File: config.mk
export PLATFORM = sky130hd
export DESIGN_NAME = inta_sequencer
export DESIGN_NICKNAME = d
export VERILOG_FILES = /design/src/rtl/inta_sequencer.sv
export SDC_FILE = /design/constraint.sdc
export NUM_CORES = 1
export LEC_CHECK = 0
export BUFFER_PORTS_ARGS = -buffer_cell sky130_fd_sc_hd__buf_4
export CORE_ASPECT_RATIO = 0.7
export CORE_MARGIN = 5
export CORE_UTILIZATION = 40
export DETAILED_ROUTE_END_ITERATION = 7
export SYNTH_ARGS = -nofsm -noshare
export SYNTH_HDL_FRONTEND = slang
export SYNTH_SLANG_ARGS = --single-unit
File: constraint.sdc
create_clock -name clk -period 2.4 [get_ports clk]
set_input_delay 0.24 -clock clk [delete_from_list [all_inputs] [get_ports clk]]
set_output_delay 0.24 -clock clk [all_outputs]
set_load 0.1 [all_outputs]
File: src/rtl/inta_sequencer.sv
`default_nettype none
// ============================================================================
// Module   : inta_sequencer
// Purpose  : CPU-side interrupt-acknowledge initiator for an 8259A PIC.
//            Watches the PIC INT request and, while interrupts are enabled,
//            drives the two-pulse active-low INTA sequence. The vector the
//            PIC places on the data bus during the second pulse is captured
//            and handed to the core over a valid/ready handshake.
// Ports    : clk          - single clock, rising-edge
//            reset        - asynchronous, active-high
//            INT          - PIC interrupt request (asynchronous to clk)
//            INT_EN       - core interrupt-enable flag
//            DATA_IN[7:0] - PIC data bus, vector valid during pulse 2
//            vector_ready - core accepts the vector
//            INTA         - interrupt acknowledge to PIC, active-low
//            LOCK         - bus lock across the whole two-pulse sequence
//            vector[7:0]  - last captured interrupt vector
//            vector_valid - vector holds a new, unconsumed value
//            busy         - sequencer is not idle
// Revision : 1.0 - initial release
// ============================================================================
module inta_sequencer #(
  parameter int PULSE_CYCLES   = 2,
  parameter int GAP_CYCLES     = 2,
  parameter int HOLDOFF_CYCLES = 4
) (
  input  logic       clk,
  input  logic       reset,
  input  logic       INT,
  input  logic       INT_EN,
  input  logic [7:0] DATA_IN,
  input  logic       vector_ready,
  output logic       INTA,
  output logic       LOCK,
  output logic [7:0] vector,
  output logic       vector_valid,
  output logic       busy
);

  typedef enum logic [2:0] {
    S_IDLE    = 3'd0,
    S_ACK1    = 3'd1,
    S_GAP     = 3'd2,
    S_ACK2    = 3'd3,
    S_DELIVER = 3'd4,
    S_HOLDOFF = 3'd5
  } state_t;

  // Counter reload values: a state that loads N-1 lasts exactly N cycles,
  // because it leaves on the edge where the counter is already zero.
  localparam logic [7:0] c_pulse_load = 8'(PULSE_CYCLES - 1);
  localparam logic [7:0] c_gap_load   = 8'(GAP_CYCLES - 1);
  localparam logic [7:0] c_hold_load  =
      (HOLDOFF_CYCLES > 0) ? 8'(HOLDOFF_CYCLES - 1) : 8'd0;

  state_t     r_state;
  logic [7:0] r_count;
  logic       r_int_meta;
  logic       r_int_s;

  always_ff @(posedge clk or posedge reset) begin
    if (reset) begin
      r_state      <= S_IDLE;
      r_count      <= 8'd0;
      r_int_meta   <= 1'b0;
      r_int_s      <= 1'b0;
      INTA         <= 1'b1;
      LOCK         <= 1'b0;
      vector       <= 8'h00;
      vector_valid <= 1'b0;
      busy         <= 1'b0;
    end else begin
      // Two-flop synchronizer for the asynchronous PIC request.
      r_int_meta <= INT;
      r_int_s    <= r_int_meta;

      case (r_state)
        S_IDLE: begin
          // Entering ACK1 is the commit point: from here on neither INT
          // nor INT_EN can abort the sequence.
          if (r_int_s && INT_EN) begin
            r_state <= S_ACK1;
            r_count <= c_pulse_load;
            INTA    <= 1'b0;
            LOCK    <= 1'b1;
            busy    <= 1'b1;
          end
        end

        S_ACK1: begin
          if (r_count == 8'd0) begin
            r_state <= S_GAP;
            r_count <= c_gap_load;
            INTA    <= 1'b1;
          end else begin
            r_count <= r_count - 8'd1;
          end
        end

        S_GAP: begin
          if (r_count == 8'd0) begin
            r_state <= S_ACK2;
            r_count <= c_pulse_load;
            INTA    <= 1'b0;
          end else begin
            r_count <= r_count - 8'd1;
          end
        end

        S_ACK2: begin
          // The PIC drives the vector throughout pulse 2; sample it on the
          // edge that ends the pulse.
          if (r_count == 8'd0) begin
            r_state      <= S_DELIVER;
            vector       <= DATA_IN;
            vector_valid <= 1'b1;
            INTA         <= 1'b1;
            LOCK         <= 1'b0;
          end else begin
            r_count <= r_count - 8'd1;
          end
        end

        S_DELIVER: begin
          if (vector_valid && vector_ready) begin
            vector_valid <= 1'b0;
            if (HOLDOFF_CYCLES == 0) begin
              r_state <= S_IDLE;
              busy    <= 1'b0;
            end else begin
              r_state <= S_HOLDOFF;
              r_count <= c_hold_load;
            end
          end
        end

        S_HOLDOFF: begin
          // Gives the PIC time to drop INT before it is looked at again.
          if (r_count == 8'd0) begin
            r_state <= S_IDLE;
            busy    <= 1'b0;
          end else begin
            r_count <= r_count - 8'd1;
          end
        end

        default: begin
          r_state      <= S_IDLE;
          r_count      <= 8'd0;
          INTA         <= 1'b1;
          LOCK         <= 1'b0;
          vector_valid <= 1'b0;
          busy         <= 1'b0;
        end
      endcase
    end
  end

endmodule
`default_nettype wire
Word-level counts from Yosys, hierarchy flattened

Cells that the tools add are included.
W data, S select, Z words.

Output and inout port bits: 12
Register bits after elaboration: 25
Bits of input ports: 13
Word-level logic and storage cells: 66

Bitwise logic cells: 4
$add $sub $neg: 1
Equality and inequality tests: 13
Reductions and logical operators: 18
Muxes and demuxes: 21

Operators with widths:

| operator              | number |
|---|---|
| $mux W8               | 4 |
| $pmux W8 S4           | 1 |
| $mux W3               | 6 |
| $pmux W3 S6           | 1 |
| $ne A2 B2 Y1 const B  | 7 |
| $reduce_and A3 Y1     | 4 |
| $reduce_or A4 Y1      | 3 |
| $pmux W1 S3           | 3 |
| $logic_not A8 Y1      | 1 |
| $reduce_or A2 Y1      | 4 |
| $sub A8 B1 Y8 const B | 1 |
| $eq A3 B2 Y1 const B  | 2 |
| $eq A3 B3 Y1 const B  | 2 |
| $reduce_and A6 Y1     | 1 |
| $mux W1               | 5 |
| $not A1 Y1            | 4 |
| $pmux W1 S4           | 1 |
| $reduce_and A4 Y1     | 1 |
| $eq A3 B1 Y1 const B  | 1 |
| $logic_not A3 Y1      | 1 |
| $logic_and A1 B1 Y1   | 2 |
| $ne A2 B1 Y1 const B  | 1 |
| $reduce_and A2 Y1     | 1 |

Longest topological paths before layout

Gate-level depths: netlist of the first run.

Word-level depth: 4
Gate-level depth with buffers: 6
Depth with buffers taken out: 6

Worst setup path after synthesis of the first run

Ideal clock, no wire load.

Path type: reg-to-reg
From: register vector_valid
To: register r_count[5]
Path buffers: 0
Slack: 0.269 ns
Data required time: 2.323 ns
Data arrival time: 2.054 ns
Cell stages (with the launch flop): 5
Cell sequence: dfrtp_1 nand2_1 a31o_2 or4_1 a21oi_1

Longest elaborated chain between the ends: 3

Ends and longest elaborated chain:

| what                        | RTL line | text |
|---|---|---|
| start, declared             | 36       | `output logic vector_valid,` |
| start signal, assigned      | 70       | `vector_valid <= 1'b0;` |
| start signal, assigned      | 116      | `vector_valid <= 1'b1;` |
| start signal, assigned      | 126      | `vector_valid <= 1'b0;` |
| $logic_and A1 B1 Y1         | 125      | `if (vector_valid && vector_ready) begin` |
| $ne A2 B2 Y1 (no line)      | --       |  |
| $reduce_and A3 Y1 (no line) | --       |  |
| end signal, assigned        | 120      | `r_count <= r_count - 8'd1;` |
| end signal, assigned        | 132      | `r_count <= c_hold_load;` |
| end signal, assigned        | 143      | `r_count <= r_count - 8'd1;` |
| end, declared               | 57       | `logic [7:0] r_count;` |

Every way passes these cells.
A chain may end at the register's enable or synchronous reset.

Worst setup path after layout of the first run

From: register r_count[0]
To: register r_count[4]

Longest elaborated chain between the ends: 3

Ends and longest elaborated chain:

| what                                                     | RTL line | text |
|---|---|---|
| start signal, assigned                                   | 83       | `r_count <= c_pulse_load;` |
| start signal, assigned                                   | 93       | `r_count <= c_gap_load;` |
| start signal, assigned                                   | 96       | `r_count <= r_count - 8'd1;` |
| $sub A8 B1 Y8 / $logic_not A8 Y1 (equally long branches) | --       |  |
| $mux W8 (tied with other cells)                          | 113, 139 |  |
| $pmux W8 S4 / $reduce_and A3 Y1 (equally long branches)  | --       |  |

Parallel ways exist; a longest one is shown, timed or not. The select of a mux whose other input is x is not followed.

==> results of run 1 <==
-- layer usage --
layer  up-vias  wire length (um)  global-route usage, %
met2        33              1250                   18.9
li1        550                 -                      -
met1       538              1580                   21.9
met5         -                 0                      0
met4         0                10                   2.17
met3         2               192                   4.37
-- final timing paths --
path                                              from  slack, ps                endpoint  cells after the start
worst max-delay path            r_count[0]$_DFFE_PP0P_        220  r_count[4]$_DFFE_PP0P_                      6
worst min-delay path                             reset         -1  r_count[4]$_DFFE_PP0P_                      3
worst max register to register  r_count[0]$_DFFE_PP0P_        220  r_count[4]$_DFFE_PP0P_                      6
worst min register to register    r_int_meta$_DFF_PP0_        360       r_int_s$_DFF_PP0_                      0
max in group asynchronous                        reset       2110        INTA$_DFFE_PP1P_                      3
min in group clk                                   INT         60    r_int_meta$_DFF_PP0_                      1
-- flip-flops by register name, indices dropped and copies added, names as in the netlist --
register      count
INTA              1
LOCK              1
busy              1
r_count           8
r_int_meta        1
r_int_s           1
r_state           3
vector            8
vector_valid      1
-- cell type report --
cell class	instances	area, um2
Timing Repair Buffer	27	203
Tap cell	50	62.6
Clock inverter	1	8.76
Fill cell	318	1770
Inverter	5	18.8
Multi-Input combinational cell	95	736
Clock buffer	3	41.3
Sequential cell	25	627
-- critical path, delay by kind of cell (launching register included) --
family | cells | cell delay (ps)
AO/OA/AOI/OAI | 1 | 300
adder cells (fa/ha/maj) | 1 | 190
buffers and inverters | 1 | 130
flip-flops | 1 | 430
AND/OR/NAND/NOR | 3 | 1020
-- layout by cell type (no fill, tap or decap), types with 2 or more instances in the layout --
cell type	synthesis	final
sky130_fd_sc_hd__nor2_1	10	10
sky130_fd_sc_hd__nor2b_1	3	3
sky130_fd_sc_hd__inv_1	5	5
sky130_fd_sc_hd__nand3_1	4	4
sky130_fd_sc_hd__clkbuf_8	0	3
sky130_fd_sc_hd__and4_1	3	3
sky130_fd_sc_hd__mux2_4	8	8
sky130_fd_sc_hd__nor3_1	3	3
sky130_fd_sc_hd__a31oi_1	4	4
sky130_fd_sc_hd__a21oi_1	15	15
sky130_fd_sc_hd__a211oi_1	2	2
sky130_fd_sc_hd__buf_4	0	27
sky130_fd_sc_hd__dfrtp_1	24	24
sky130_fd_sc_hd__nor4_1	3	3
sky130_fd_sc_hd__nand2_1	7	7
sky130_fd_sc_hd__ha_1	2	2
-- cell families (layout without fill, tap and decap cells) --
kind of cell,after synthesis,after routing
AOI/OAI and AO/OA,39,39
xor gates and xnor gates,2,2
muxes,8,8
DFF,25,25
adders and majority gates,2,2
and+or+nand+nor,44,44
buffers and inverters,10,36
-- per-stage QoR --
stage	cells	utilization (%)	area, um2	hold WS, ps
CTS	206	48.9	1700	10.4
global placement	202	47.5	1650	315
floorplan	130	-	1420	267
detailed placement	202	47.5	1650	327
finish	206	48.9	1700	-1.03
global route	206	48.9	1700	48.7
==> flow_metrics.py, run 1 <==
metrics = {
    "yosys": {
        "synthArstFlopShare_pct": 100,
        "synth_top_area_share_pct": 42.4,
        "dominantRegCellSynth": "sky130_fd_sc_hd__dfrtp_1",
        "yosys_warnings": 0,
        "yosysMostFrequentCell": "sky130_fd_sc_hd__dfrtp_1",
        "synth.ff_latch_count": 25,
        "syn-instance-count": 130,
        "synth_mux_area_share_pct": 8.48,
        "synth_edf_count": 0,
        "syn_area_per_cell_um2": 10.9,
        "syn_nets": 145,
        "netlist-cell-type-count": 49,
        "synth_area_leader_cell": "sky130_fd_sc_hd__dfrtp_1",
        "main_area_contributors_after_synthesis": "sky130_fd_sc_hd__dfrtp_1 42%, sky130_fd_sc_hd__mux2_4 8.5%, sky130_fd_sc_hd__a21oi_1 5.3%, sky130_fd_sc_hd__nor2_1 2.7%, sky130_fd_sc_hd__a2111oi_4 1.9%",
        "mappedNetlistArea_um2": 1420,
        "post_synth_most_frequent_cells": "24 x sky130_fd_sc_hd__dfrtp_1, 15 x sky130_fd_sc_hd__a21oi_1, 10 x sky130_fd_sc_hd__nor2_1",
        "complex_gate_fraction_of_the_synthesized_area_pct": 20.8,
        "synth_top_family_by_area": "compound AO/OA/AOI/OAI gates",
        "synth_adder_area_share_pct": 1.77,
        "synth_seq_area_share_pct": 44.3,
        "synth_xor_area_share_pct": 1.24,
        "synth_simple_gate_area_share_pct": 19.6,
    },
    "global_route": {
        "gr-total-overflow": 0,
        "grt_start_max_net_pins": 26,
        "grt_antenna_before_repair": 0,
        "global_route_wire_length_before_repair_um": 5200,
        "globalRouteTotalUtil_pct": 14.0,
        "first_global_vias": 1068,
    },
    "detailed_routing": {
        "count_of_unresolved_drc_violations_after_routing": 0,
        "wire_per_inst_um": 14.7,
        "antenna_violating_nets_post_route": 0,
        "routed-via-count": 1123,
        "routed_via_density": 5.45,
        "postRouteWirelength_um": 3030,
        "initialDrtViolationCount": 104,
        "dr.pass1.iters": 4,
    },
    "floorplanning": {
        "fp-row-count": 18,
        "core_region_area_um2": 3470,
        "die_w_um": 81.1,
        "die_height_um": 59.8,
        "initial_utilization_pct": 40.8,
        "ios": 25,
        "design.die.area_um2": 4850,
    },
    "sta": {
        "max_slew.worst_pin.slew_ps": 630,
        "clock-skew-final_ps": 2.07,
        "setup_viol": 0,
        "slew_violations": 0,
        "final.period_utilization_pct": 90.7,
        "unrepaired_setup_endpoints_after_global_routing": "no",
        "totalNegativeSetupSlack_ps": 0,
        "max_freq_mhz": 459,
        "slew_headroom_pct": 57.9,
        "clock_period_minus_final_worst_setup_slack_ps": 2180,
        "worst_hold_slack_ps": -1.03,
        "report.final.hold_viol_count": 2,
        "worst_slack_ps": 222,
    },
    "flow_run": {
        "maxCapViolCount": 0,
    },
    "worst_setup_path": {
        "critPathRequiredTime_ps": 2580,
        "crit_path_cell_trace": "inv_1 -> ha_1 -> nor3b_1 -> and4_1 -> nor2_1 -> a2111oi_2",
        "critical_path.max_fanout": 6,
        "cpPeakStageDelay_ps": 540,
        "setup.worst_path.start_class": "register",
        "worstPathArrival_ps": 2350,
        "critical_path.endpoint_type": "register",
        "setup.worst_path.class": "register to register",
        "timing.critical_path.slowest_stage_cell": "sky130_fd_sc_hd__nor3b_1",
    },
    "placed_design": {
        "gp_congestion": 0.865,
        "pre_cts_ws_ps": 272,
        "port-buffer-count": 24,
        "dp_hpwl_um": 2160,
    },
    "clock_network": {
        "cts_root_buffer": "sky130_fd_sc_hd__clkbuf_8",
        "number_of_hold_repair_buffers_added_at_the_cts_stage": 0,
        "cts_tree": "done",
        "post_cts_buffers": 0,
        "htree_levels": 1,
        "tritoncts.num_buffers": 3,
        "clkSinkCount": 25,
        "path_clk_slew_ps": 100,
        "clock_latency_ps": 280,
        "maximum_root_to_sink_buffer_count": 2,
        "post_cts_resized": 0,
    },
    "final_layout": {
        "antenna-diode-count": 0,
        "syn_to_final_growth_pct": 19.8,
        "final_net_count": 172,
        "final_layout_size_suffix_gt1_share_pct": 33.3,
    },
    "run_status": {
        "violations": "hold timing",
        "status": "complete, but fails checks",
    },
    "min_path": {
        "hold_path_class": "input pin to async pin",
    },
}
Power of run 1 is left out: the tool's default activity adds up to more than one toggle a clock period on the data nets, which glitch-free logic cannot reach.
==> inputs of run 2 (changes only) <==
CAP_MARGIN = 10   (was not set)
GPL_TIMING_DRIVEN = 0   (was not set)
==> run 2 against run 1 <==
  * The run now ends clean
  * Hold slack better by 70 ps
  * Routed wire length up 5.3%
  * Die area unchanged
  * Clock skew about the same
  * Sequential share of layout area down 0.30 points
  * Maximum frequency up 8.1%
  * Count of clock-buffer cells in the layout unchanged
  * Utilization up 0.40 points
  * Global-route usage up 0.64 points
  * Setup slack better by 160 ps
  * Critical endpoint is now vector[0]$_DFFE_PP0P_
  * Largest cell class unchanged
==> flow_metrics.py, run 2 (synthesis gave the netlist of run 1 again) <==
metrics = {
    "final_layout": {
        "seq_area_um2": 627,
        "antenna-diode-count": 0,
        "syn_to_final_growth_pct": 20.8,
        "layout_common_cells": "24 x sky130_fd_sc_hd__dfrtp_1, 24 x sky130_fd_sc_hd__buf_4, 15 x sky130_fd_sc_hd__a21oi_1, 10 x sky130_fd_sc_hd__nor2_1, 8 x sky130_fd_sc_hd__mux2_4",
        "multi_input_comb_area_um2": 741,
        "final_layout_size_suffix_gt1_share_pct": 33.5,
        "fillers": 321,
        "largest_regs": "r_count (8), vector (8), r_state (3)",
        "final_net_count": 174,
    },
    "detailed_routing": {
        "wire_per_inst_um": 15.4,
        "dr.pass1.iters": 4,
        "routed-via-count": 1162,
        "postRouteWirelength_um": 3200,
        "routed_via_density": 5.59,
        "count_of_unresolved_drc_violations_after_routing": 0,
        "antenna_violating_nets_post_route": 0,
        "initialDrtViolationCount": 98,
    },
    "worst_setup_path": {
        "cpPeakStageDelay_ps": 540,
        "crit_start": "r_count[0]$_DFFE_PP0P_",
        "setup.worst_path.end": "vector[0]$_DFFE_PP0P_",
        "regToRegSetupSlack_ps": 390,
        "crit-reg2reg-capture": "vector[0]$_DFFE_PP0P_",
        "setup.worst_path.class": "register to register",
        "ff2ff_path_depth": 6,
        "path_depth": 6,
        "worstPathArrival_ps": 2180,
        "timing.critical_path.slowest_stage_cell": "sky130_fd_sc_hd__or3b_2",
        "start_of_the_worst_register_to_register_path": "r_count[0]$_DFFE_PP0P_",
        "crit_buf_inv": 1,
        "critical_path.endpoint_type": "register",
        "critPathRequiredTime_ps": 2560,
        "crit_path_cell_trace": "inv_1 -> ha_1 -> or3b_2 -> nor2_8 -> nand2_4 -> mux2_4",
        "critical_path.max_fanout": 8,
        "critical-path-top-delay-family": "simple AND/OR/NAND/NOR gates",
        "setup.worst_path.start_class": "register",
    },
    "sta": {
        "max_freq_mhz": 497,
        "final.period_utilization_pct": 83.9,
        "report.final.hold_viol_count": 0,
        "max_slew.worst_pin.slew_ps": 935,
        "slew_headroom_pct": 37.6,
        "clock-skew-final_ps": 2.52,
        "slew_violations": 0,
        "unrepaired_setup_endpoints_after_global_routing": "no",
        "setup_viol": 0,
        "totalNegativeSetupSlack_ps": 0,
        "clock_period_minus_final_worst_setup_slack_ps": 2010,
    },
    "min_path": {
        "hold_path_class": "input pin to register",
        "hold_crit_depth": 1,
    },
    "clock_network": {
        "cts_tree": "done",
        "number_of_hold_repair_buffers_added_at_the_cts_stage": 0,
        "cts_root_buffer": "sky130_fd_sc_hd__clkbuf_8",
        "post_cts_buffers": 0,
        "maximum_root_to_sink_buffer_count": 2,
        "tritoncts.num_buffers": 3,
        "path_clk_slew_ps": 90,
        "htree_levels": 1,
        "clock_latency_ps": 270,
        "clkSinkCount": 25,
        "post_cts_resized": 0,
    },
    "global_route": {
        "globalRouteTotalUtil_pct": 14.7,
        "first_global_vias": 1148,
        "grt_antenna_before_repair": 0,
        "global_route_wire_length_before_repair_um": 5360,
        "grt_start_max_net_pins": 26,
        "gr-total-overflow": 0,
    },
    "placed_design": {
        "dp_hpwl_um": 2340,
        "port-buffer-count": 24,
        "gp_congestion": 0.813,
    },
    "floorplanning": {
        "die_w_um": 81.1,
        "design.die.area_um2": 4850,
        "die_height_um": 59.8,
        "ios": 25,
        "fp-row-count": 18,
        "core_region_area_um2": 3470,
        "initial_utilization_pct": 40.8,
    },
    "flow_run": {
        "maxCapViolCount": 0,
    },
    "run_status": {
        "status": "completed",
    },
}
==> run 2: worst min-delay path by stage <==
stage | start | end
2_1_floorplan | reset | LOCK$_DFFE_PP0P_
4_1_cts | INT | r_int_meta$_DFF_PP0_
3_5_place_dp | INT | r_int_meta$_DFF_PP0_
5_1_grt | INT | r_int_meta$_DFF_PP0_
6_report | INT | r_int_meta$_DFF_PP0_
3_3_place_gp | r_int_meta$_DFF_PP0_ | r_int_s$_DFF_PP0_
==> run 2: final cells by class <==
| cell class | instances | share of cell area [%] |
|---|---|---|
| multi-input cells | 95 | 43.3 |
| clock inverters | 1 | 0.293 |
| clock buffers | 3 | 2.41 |
| inverters | 5 | 1.10 |
| flip-flops and latches | 25 | 36.6 |
| repair buffers | 24 | 10.5 |
| well taps | 50 | 3.66 |
| plain buffers | 5 | 2.05 |
==> run 2: metrics by stage <==
stage	instance area, um2	instances	hold WS [ps]	setup WS (ps)	util, %
3_3_place_gp	1660	204	340	211	47.8
3_5_place_dp	1660	204	352	242	47.8
5_1_grt	1710	208	55.8	278	49.3
6_report	1710	208	69.2	386	49.3
2_1_floorplan	1420	130	267	269	-
4_1_cts	1710	208	63.1	206	49.2
==> run 2: routing by layer <==
layer | track usage, % | wire length, um | vias up
li1 | - | - | 544
met1 | 20.6 | 1580 | 568
met2 | 21.6 | 1390 | 46
met3 | 4.37 | 193 | 4
met4 | 4.82 | 32 | 0
met5 | 0 | 0 | -
Power of run 2 is left out for the same reason.
